### src/rtl/if_pkg.sv
// Shared definitions for the instruction-fetch prefetch slice.
package if_pkg;

    localparam int unsigned XLEN_DEFAULT = 32;
    localparam int unsigned ILEN         = 32;

    localparam logic [XLEN_DEFAULT-1:0] RESET_PC_DEFAULT = 32'h0000_0000;

    // One prefetch buffer slot: the fetched word and the byte address it came from.
    typedef struct packed {
        logic [XLEN_DEFAULT-1:0] pc;
        logic [ILEN-1:0]         instr;
    } fetch_entry_t;

endpackage

### src/rtl/if_prefetch_if.sv
// Fetch-side bundle: redirect input, instruction memory port and decode handshake.
interface if_prefetch_if #(
    parameter int unsigned XLEN = if_pkg::XLEN_DEFAULT
) ();
    import if_pkg::*;

    logic            redirect_valid;
    logic [XLEN-1:0] redirect_pc;
    logic            imem_req;
    logic [XLEN-1:0] imem_addr;
    logic [ILEN-1:0] imem_rdata;
    logic            out_valid;
    logic            out_ready;
    logic [ILEN-1:0] out_instr;
    logic [XLEN-1:0] out_pc;

    // Prefetcher side.
    modport master (
        input  redirect_valid, redirect_pc, imem_rdata, out_ready,
        output imem_req, imem_addr, out_valid, out_instr, out_pc
    );

    // Environment side: pipeline control, memory and decode.
    modport slave (
        output redirect_valid, redirect_pc, imem_rdata, out_ready,
        input  imem_req, imem_addr, out_valid, out_instr, out_pc
    );

endinterface

### src/rtl/if_fifo.sv
// Synchronous prefetch buffer with push/pop/flush and occupancy count.
module if_fifo
    import if_pkg::*;
#(
    parameter int unsigned DEPTH   = 4,
    parameter type         entry_t = fetch_entry_t
) (
    input  logic                   clk,
    input  logic                   rst_n,
    input  logic                   push_i,
    input  logic                   pop_i,
    input  logic                   flush_i,
    input  entry_t                 din_i,
    output entry_t                 head_o,
    output logic [$clog2(DEPTH):0] count_o
);

    localparam int unsigned AW = $clog2(DEPTH);
    localparam int unsigned CW = AW + 1;

    entry_t          mem_q [DEPTH];
    logic [AW-1:0]   wr_ptr_q, wr_ptr_d;
    logic [AW-1:0]   rd_ptr_q, rd_ptr_d;
    logic [CW-1:0]   count_q, count_d;

    // Next pointer/occupancy; flush empties the buffer and overrides push/pop
    always_comb begin
        wr_ptr_d = wr_ptr_q;
        rd_ptr_d = rd_ptr_q;
        count_d  = count_q;
        if (flush_i) begin
            wr_ptr_d = '0;
            rd_ptr_d = '0;
            count_d  = '0;
        end else begin
            if (push_i) wr_ptr_d = wr_ptr_q + AW'(1);
            if (pop_i)  rd_ptr_d = rd_ptr_q + AW'(1);
            case ({push_i, pop_i})
                2'b10:   count_d = count_q + CW'(1);
                2'b01:   count_d = count_q - CW'(1);
                default: count_d = count_q;
            endcase
        end
    end

    // Pointer and occupancy registers
    always_ff @(posedge clk or negedge rst_n) begin
        if (!rst_n) begin
            wr_ptr_q <= '0;
            rd_ptr_q <= '0;
            count_q  <= '0;
        end else begin
            wr_ptr_q <= wr_ptr_d;
            rd_ptr_q <= rd_ptr_d;
            count_q  <= count_d;
        end
    end

    // Storage; cleared on reset so the head reads as zero while idle
    always_ff @(posedge clk or negedge rst_n) begin
        if (!rst_n) begin
            for (int unsigned i = 0; i < DEPTH; i++) begin
                mem_q[i] <= '0;
            end
        end else if (push_i && !flush_i) begin
            mem_q[wr_ptr_q] <= din_i;
        end
    end

    assign head_o  = mem_q[rd_ptr_q];
    assign count_o = count_q;

endmodule

### src/rtl/if_prefetch.sv
// Instruction prefetcher: issues sequential fetches under credit control,
// tracks the single in-flight read and queues responses for decode.
module if_prefetch
    import if_pkg::*;
#(
    parameter int unsigned     XLEN     = XLEN_DEFAULT,
    parameter int unsigned     DEPTH    = 4,
    parameter logic [XLEN-1:0] RESET_PC = XLEN'(RESET_PC_DEFAULT)
) (
    input logic           clk,
    input logic           reset,
    if_prefetch_if.master bus
);

    localparam int unsigned CW = $clog2(DEPTH) + 1;
    localparam int unsigned OW = CW + 1;

    // Same shape as fetch_entry_t, sized for this instance's XLEN.
    typedef struct packed {
        logic [XLEN-1:0] pc;
        logic [ILEN-1:0] instr;
    } entry_t;

    logic [XLEN-1:0] fetch_pc_q, fetch_pc_d;
    logic [XLEN-1:0] issue_pc_q, issue_pc_d;
    logic            inflight_q, inflight_d;

    logic [CW-1:0]   count;
    logic [OW-1:0]   occupancy;
    logic            pop;
    logic            issue;
    logic            push;
    entry_t          push_entry;
    entry_t          head;

    // Slots already claimed (buffered + in flight) after this cycle's pop;
    // pop implies count >= 1, so the subtraction cannot underflow.
    assign pop       = bus.out_valid & bus.out_ready;
    assign occupancy = {1'b0, count} + OW'(inflight_q) - OW'(pop);
    assign issue     = ~bus.redirect_valid & (occupancy < OW'(DEPTH));

    // A returning response is dropped when a redirect arrives in the same cycle.
    assign push       = inflight_q & ~bus.redirect_valid;
    assign push_entry = '{pc: issue_pc_q, instr: bus.imem_rdata};

    // Next fetch address, in-flight flag and issuing-PC capture
    always_comb begin
        fetch_pc_d = fetch_pc_q;
        issue_pc_d = issue_pc_q;
        inflight_d = 1'b0;
        if (bus.redirect_valid) begin
            fetch_pc_d = bus.redirect_pc & ~XLEN'(3);
        end else if (issue) begin
            fetch_pc_d = fetch_pc_q + XLEN'(4);
            issue_pc_d = fetch_pc_q;
            inflight_d = 1'b1;
        end
    end

    // Fetch-side state registers
    always_ff @(posedge clk or negedge reset) begin
        if (!reset) begin
            fetch_pc_q <= RESET_PC;
            issue_pc_q <= '0;
            inflight_q <= 1'b0;
        end else begin
            fetch_pc_q <= fetch_pc_d;
            issue_pc_q <= issue_pc_d;
            inflight_q <= inflight_d;
        end
    end

    if_fifo #(
        .DEPTH   (DEPTH),
        .entry_t (entry_t)
    ) u_fifo (
        .clk     (clk),
        .rst_n   (reset),
        .push_i  (push),
        .pop_i   (pop & ~bus.redirect_valid),
        .flush_i (bus.redirect_valid),
        .din_i   (push_entry),
        .head_o  (head),
        .count_o (count)
    );

    // Request is gated by reset only at the port, so the first fetch is
    // presented as soon as reset releases and taken on the next edge.
    assign bus.imem_req  = issue & reset;
    assign bus.imem_addr = fetch_pc_q;
    assign bus.out_valid = (count != '0);
    assign bus.out_instr = head.instr;
    assign bus.out_pc    = head.pc;

endmodule

### src/flat_wrapper.sv
// flat-port wrapper written by rule: the top's interface ports become plain ports
module if_prefetch_flat import if_pkg::*;
#(
    parameter int unsigned     XLEN     = XLEN_DEFAULT,
    parameter int unsigned     DEPTH    = 4,
    parameter logic [XLEN-1:0] RESET_PC = XLEN'(RESET_PC_DEFAULT)
)
  (clk, reset, bus_redirect_valid, bus_redirect_pc, bus_imem_rdata, bus_out_ready, bus_imem_req, bus_imem_addr, bus_out_valid, bus_out_instr, bus_out_pc);
  if_prefetch_if #(.XLEN(XLEN)) bus_i ();
  input logic clk;
  input logic reset;
  input wire logic [$bits(bus_i.redirect_valid)-1:0] bus_redirect_valid;
  input wire logic [$bits(bus_i.redirect_pc)-1:0] bus_redirect_pc;
  input wire logic [$bits(bus_i.imem_rdata)-1:0] bus_imem_rdata;
  input wire logic [$bits(bus_i.out_ready)-1:0] bus_out_ready;
  output wire logic [$bits(bus_i.imem_req)-1:0] bus_imem_req;
  output wire logic [$bits(bus_i.imem_addr)-1:0] bus_imem_addr;
  output wire logic [$bits(bus_i.out_valid)-1:0] bus_out_valid;
  output wire logic [$bits(bus_i.out_instr)-1:0] bus_out_instr;
  output wire logic [$bits(bus_i.out_pc)-1:0] bus_out_pc;
  assign bus_i.redirect_valid = bus_redirect_valid;
  assign bus_i.redirect_pc = bus_redirect_pc;
  assign bus_i.imem_rdata = bus_imem_rdata;
  assign bus_i.out_ready = bus_out_ready;
  assign bus_imem_req = bus_i.imem_req;
  assign bus_imem_addr = bus_i.imem_addr;
  assign bus_out_valid = bus_i.out_valid;
  assign bus_out_instr = bus_i.out_instr;
  assign bus_out_pc = bus_i.out_pc;
  if_prefetch #(.XLEN(XLEN), .DEPTH(DEPTH), .RESET_PC(RESET_PC)) u_core (.clk(clk), .reset(reset), .bus(bus_i));
endmodule
### config.mk
export PLATFORM = sky130hd
export DESIGN_NAME = if_prefetch_flat
export DESIGN_NICKNAME = d
export VERILOG_FILES = /design/src/rtl/if_pkg.sv /design/src/rtl/if_prefetch_if.sv /design/src/rtl/if_fifo.sv /design/src/rtl/if_prefetch.sv /design/src/flat_wrapper.sv
export SDC_FILE = /design/constraint.sdc
export NUM_CORES = 1
export LEC_CHECK = 0
export BUFFER_PORTS_ARGS = -buffer_cell sky130_fd_sc_hd__buf_2
export CAP_MARGIN = 40
export CORE_ASPECT_RATIO = 1.5
export CORE_MARGIN = 5
export CORE_UTILIZATION = 55
export DETAILED_ROUTE_END_ITERATION = 8
export PLACE_DENSITY = 0.81
export SLEW_MARGIN = 10
export SYNTH_ARGS = -nofsm -noshare
export SYNTH_HDL_FRONTEND = slang
export SYNTH_SLANG_ARGS = --single-unit
### constraint.sdc
create_clock -name clk -period 6.9 [get_ports clk]
set_input_delay 0.345 -clock clk [delete_from_list [all_inputs] [get_ports clk]]
set_output_delay 0.345 -clock clk [all_outputs]
set_load 0.005 [all_outputs]
==> flow_summary.toml <==
[logic_synthesis]
synth-seq-cells = 316
avgSynthCellArea_um2 = 15.54
synth_edf_count = 0
synth.largest_area_cell = "dfrtp_1"
yosys-top-cells-area = "dfrtp_1, mux2_2, mux4_2"
syn_area_um2 = 14080
ys_warn_count = 0
async_reset_ff_frac = 1.000
synth_top_cell_area_share = 0.5617
synth_flop_cell = "dfrtp_1"
ys_seq_area_frac = 0.5617
ys_types = 39
syn_inst = 906

[die]
initial_core_util = 0.5600
core_um2 = 25140
die_w_um = 140.6
die_height_um = 206.0
ios = 166
die_area_um2 = 28960
row_count = 71

[clock_network]
postCtsResizedCells = 0
cts_inserted_buffers = 30
cts.sinks = 316
cts_setup_buffers = 0
clock_latency_ns = 0.55
clk_pin_slew_ns = 0.07
cts_tree = "done"
cts_root_buffer = "clkbuf_16"
holdBufCountCts = 10
ctsLongestPathBuffers = 3
h-tree-depth = 1

[critical_path]
cp_slowest_cell = "dfrtp_1"
critical_path.top_delay_family = "compound AO/OA/AOI/OAI gates"
crit_fanout = 21
timing.rr.start = "u_core.u_fifo.count_o[1]$_DFFE_PN0P_"
worstSetupPathDepth = 12
path_class = "register to output port"
regToRegSetupSlack_ns = 3.39
required_ns = 6.55
crit_path_max_incr_delay_ns = 0.45
end_kind = "output port"
r2r_end = "u_core.issue_pc_q[20]$_DFFE_PN0P_"
cp-start-kind = "register"
reg2reg_depth = 10
cp_cell_sequence = "o31a_1, ha_1, inv_1, ha_1, and3b_1, o211a_1, buf_16, o21bai_4, buf_4, inv_1, and2_1, buf_2"
cp-startpoint = "u_core.u_fifo.count_o[1]$_DFFE_PN0P_"
crit_end = "bus_imem_req"
arrival_ns = 3.95
path_buf_inv = 5

[global_routing]
grt_pass1_vias = 9015
track_usage = 0.2047
antenna_found_initial = 0
grt_pass1_wl_um = 47750
grt_overflow_total = 0
grt_max_degree = 169

[sta]
period_needed_ns = 4.298
worst-slew-pin-transition_ns = 0.8706
slew_headroom = 0.4196
fin_crit_sh = 0.6230
fmax_mhz = 232.6
final-hold-violation-count = 0
maxSlewViolCount = 0
fin_skew_ns = 0.009265
fin_setup_tns_ns = 0
finalHoldWorstSlack_ns = 0.01595
setup_viol = 0
rsz0062_at_grt = "no"

[flow_run]
drv_cap = 0

[drt]
vias = 8141
ant_nets = 0
dr.pass1.iters = 4
drcViolationCount = 0
wire_per_inst_um = 20.26
routed_via_density = 5.757
drtIter0Drc = 340
drt-total-wl_um = 28650

[placement]
port_buffers = 159
dp.final_hpwl_um = 18510
gp_congestion = 0.7551

[finish]
layout.nets = 1139
final_common_cell = "dfrtp_1"
layout_common_cells = "dfrtp_1, mux2_2, buf_2"
antennaDiodeCount = 0
drive_above_1_share = 0.5138
fin_util = 0.6534
areaGrowthSynthToFinish_pct = 16.68

[power]
p_leak_uw = 0.007628
powerDensity_nw_per_um2 = 427.0
ir_drop_uv = 264.5

[outcome]
status = "complete, no violations"

[worst_hold_path]
hp-class = "input port to register"
synthesized netlist by cell type (2+ instances only):
| cell type | n |
|---|---|
| mux2_2 | 263 |
| mux2_1 | 24 |
| nand4_1 | 2 |
| ha_1 | 8 |
| mux4_2 | 62 |
| and3_1 | 5 |
| xor2_1 | 21 |
| buf_4 | 6 |
| buf_2 | 36 |
| clkbuf_1 | 17 |
| o2111ai_1 | 15 |
| nand3_1 | 3 |
| o211ai_1 | 8 |
| o21ai_1 | 5 |
| mux2i_1 | 3 |
| inv_1 | 7 |
| and2_1 | 3 |
| nor4_4 | 2 |
| nor2_1 | 17 |
| dfrtp_1 | 316 |
| o21ai_0 | 21 |
| nor3_1 | 3 |
| xnor2_1 | 14 |
| nand2_1 | 30 |
metal layers:
layer / up-vias / GRT usage / wire length, µm
met4: 0 / 0.05194 / 543
met3: 33 / 0.02940 / 1419
met5: - / 0 / 0
met1: 4253 / 0.2644 / 11530
met2: 206 / 0.3658 / 15160
li1: 3649 / - / -
worst min path at each step:
stage / from / end / cells past startpoint
after floorplan: reset / u_core.bus.imem_addr[10]$_DFFE_PN0P_ / 0
after global placement: reset / u_core.u_fifo.mem_q[237]$_DFFE_PN0P_ / 1
after detailed placement: reset / u_core.u_fifo.mem_q[237]$_DFFE_PN0P_ / 1
after CTS: bus_redirect_pc[21] / u_core.bus.imem_addr[21]$_DFFE_PN0P_ / 3
after global routing: bus_redirect_pc[23] / u_core.bus.imem_addr[23]$_DFFE_PN0P_ / 2
final: bus_redirect_pc[21] / u_core.bus.imem_addr[21]$_DFFE_PN0P_ / 3
flip-flops by register name (all words and copies together) (netlist names):
register	count
u_core.u_fifo.mem_q	248
u_core.u_fifo.count_o	3
u_core.u_fifo.wr_ptr_q	2
u_core.u_fifo.rd_ptr_q	2
u_core.inflight_q	1
u_core.issue_pc_q	30
u_core.bus.imem_addr	30
power breakdown:
group | internal, µW | total, µW | switching [µW] | leakage, µW
clock | 1060 | 1740 | 687 | 0.000531
sequential | 2610 | 3110 | 499 | 0.00402
combinational | 1330 | 2170 | 840 | 0.00308
layout make-up:
cell class | instances | area [µm²]
clock buffer | 45 | 908.4
clock inverter | 11 | 158.9
fill | 1810 | 8713
inverter | 7 | 26.28
multi-input combinational | 526 | 5902
sequential | 316 | 7915
tap | 328 | 410.4
timing repair buffer | 181 | 1106
metrics by stage:
stage | instances | area [µm²] | worst slack, ns | power, µW
3_3_place_gp | 1342 | 15120 | 3.053 | 5142
2_1_floorplan | 909 | 14090 | 4.105 | 4504
5_1_grt | 1414 | 16430 | 2.400 | 7437
3_5_place_dp | 1348 | 15260 | 3.158 | 5323
6_report | 1414 | 16430 | 2.602 | 7014
4_1_cts | 1414 | 16430 | 2.561 | 7096
tightest hold or removal path: stages:
cell,delay [ns]
buf_2,0.07
nand2_1,0.04
o21ai_1,0.06
logic make-up (layout without fill, tap and decap cells):
kind of cell,after synthesis,after routing,synth area share
muxes,352,352,0.3309
DFF,316,316,0.5617
and+or+nand+nor,74,74,0.02871
buffers and inverters,67,244,0.02266
AOI/OAI and AO/OA,52,52,0.02551
xor gates and xnor gates,35,35,0.02177
adders and majority gates,9,9,0.008532
other,1,4,0.0002664
Power figures use the tool's default switching activity.
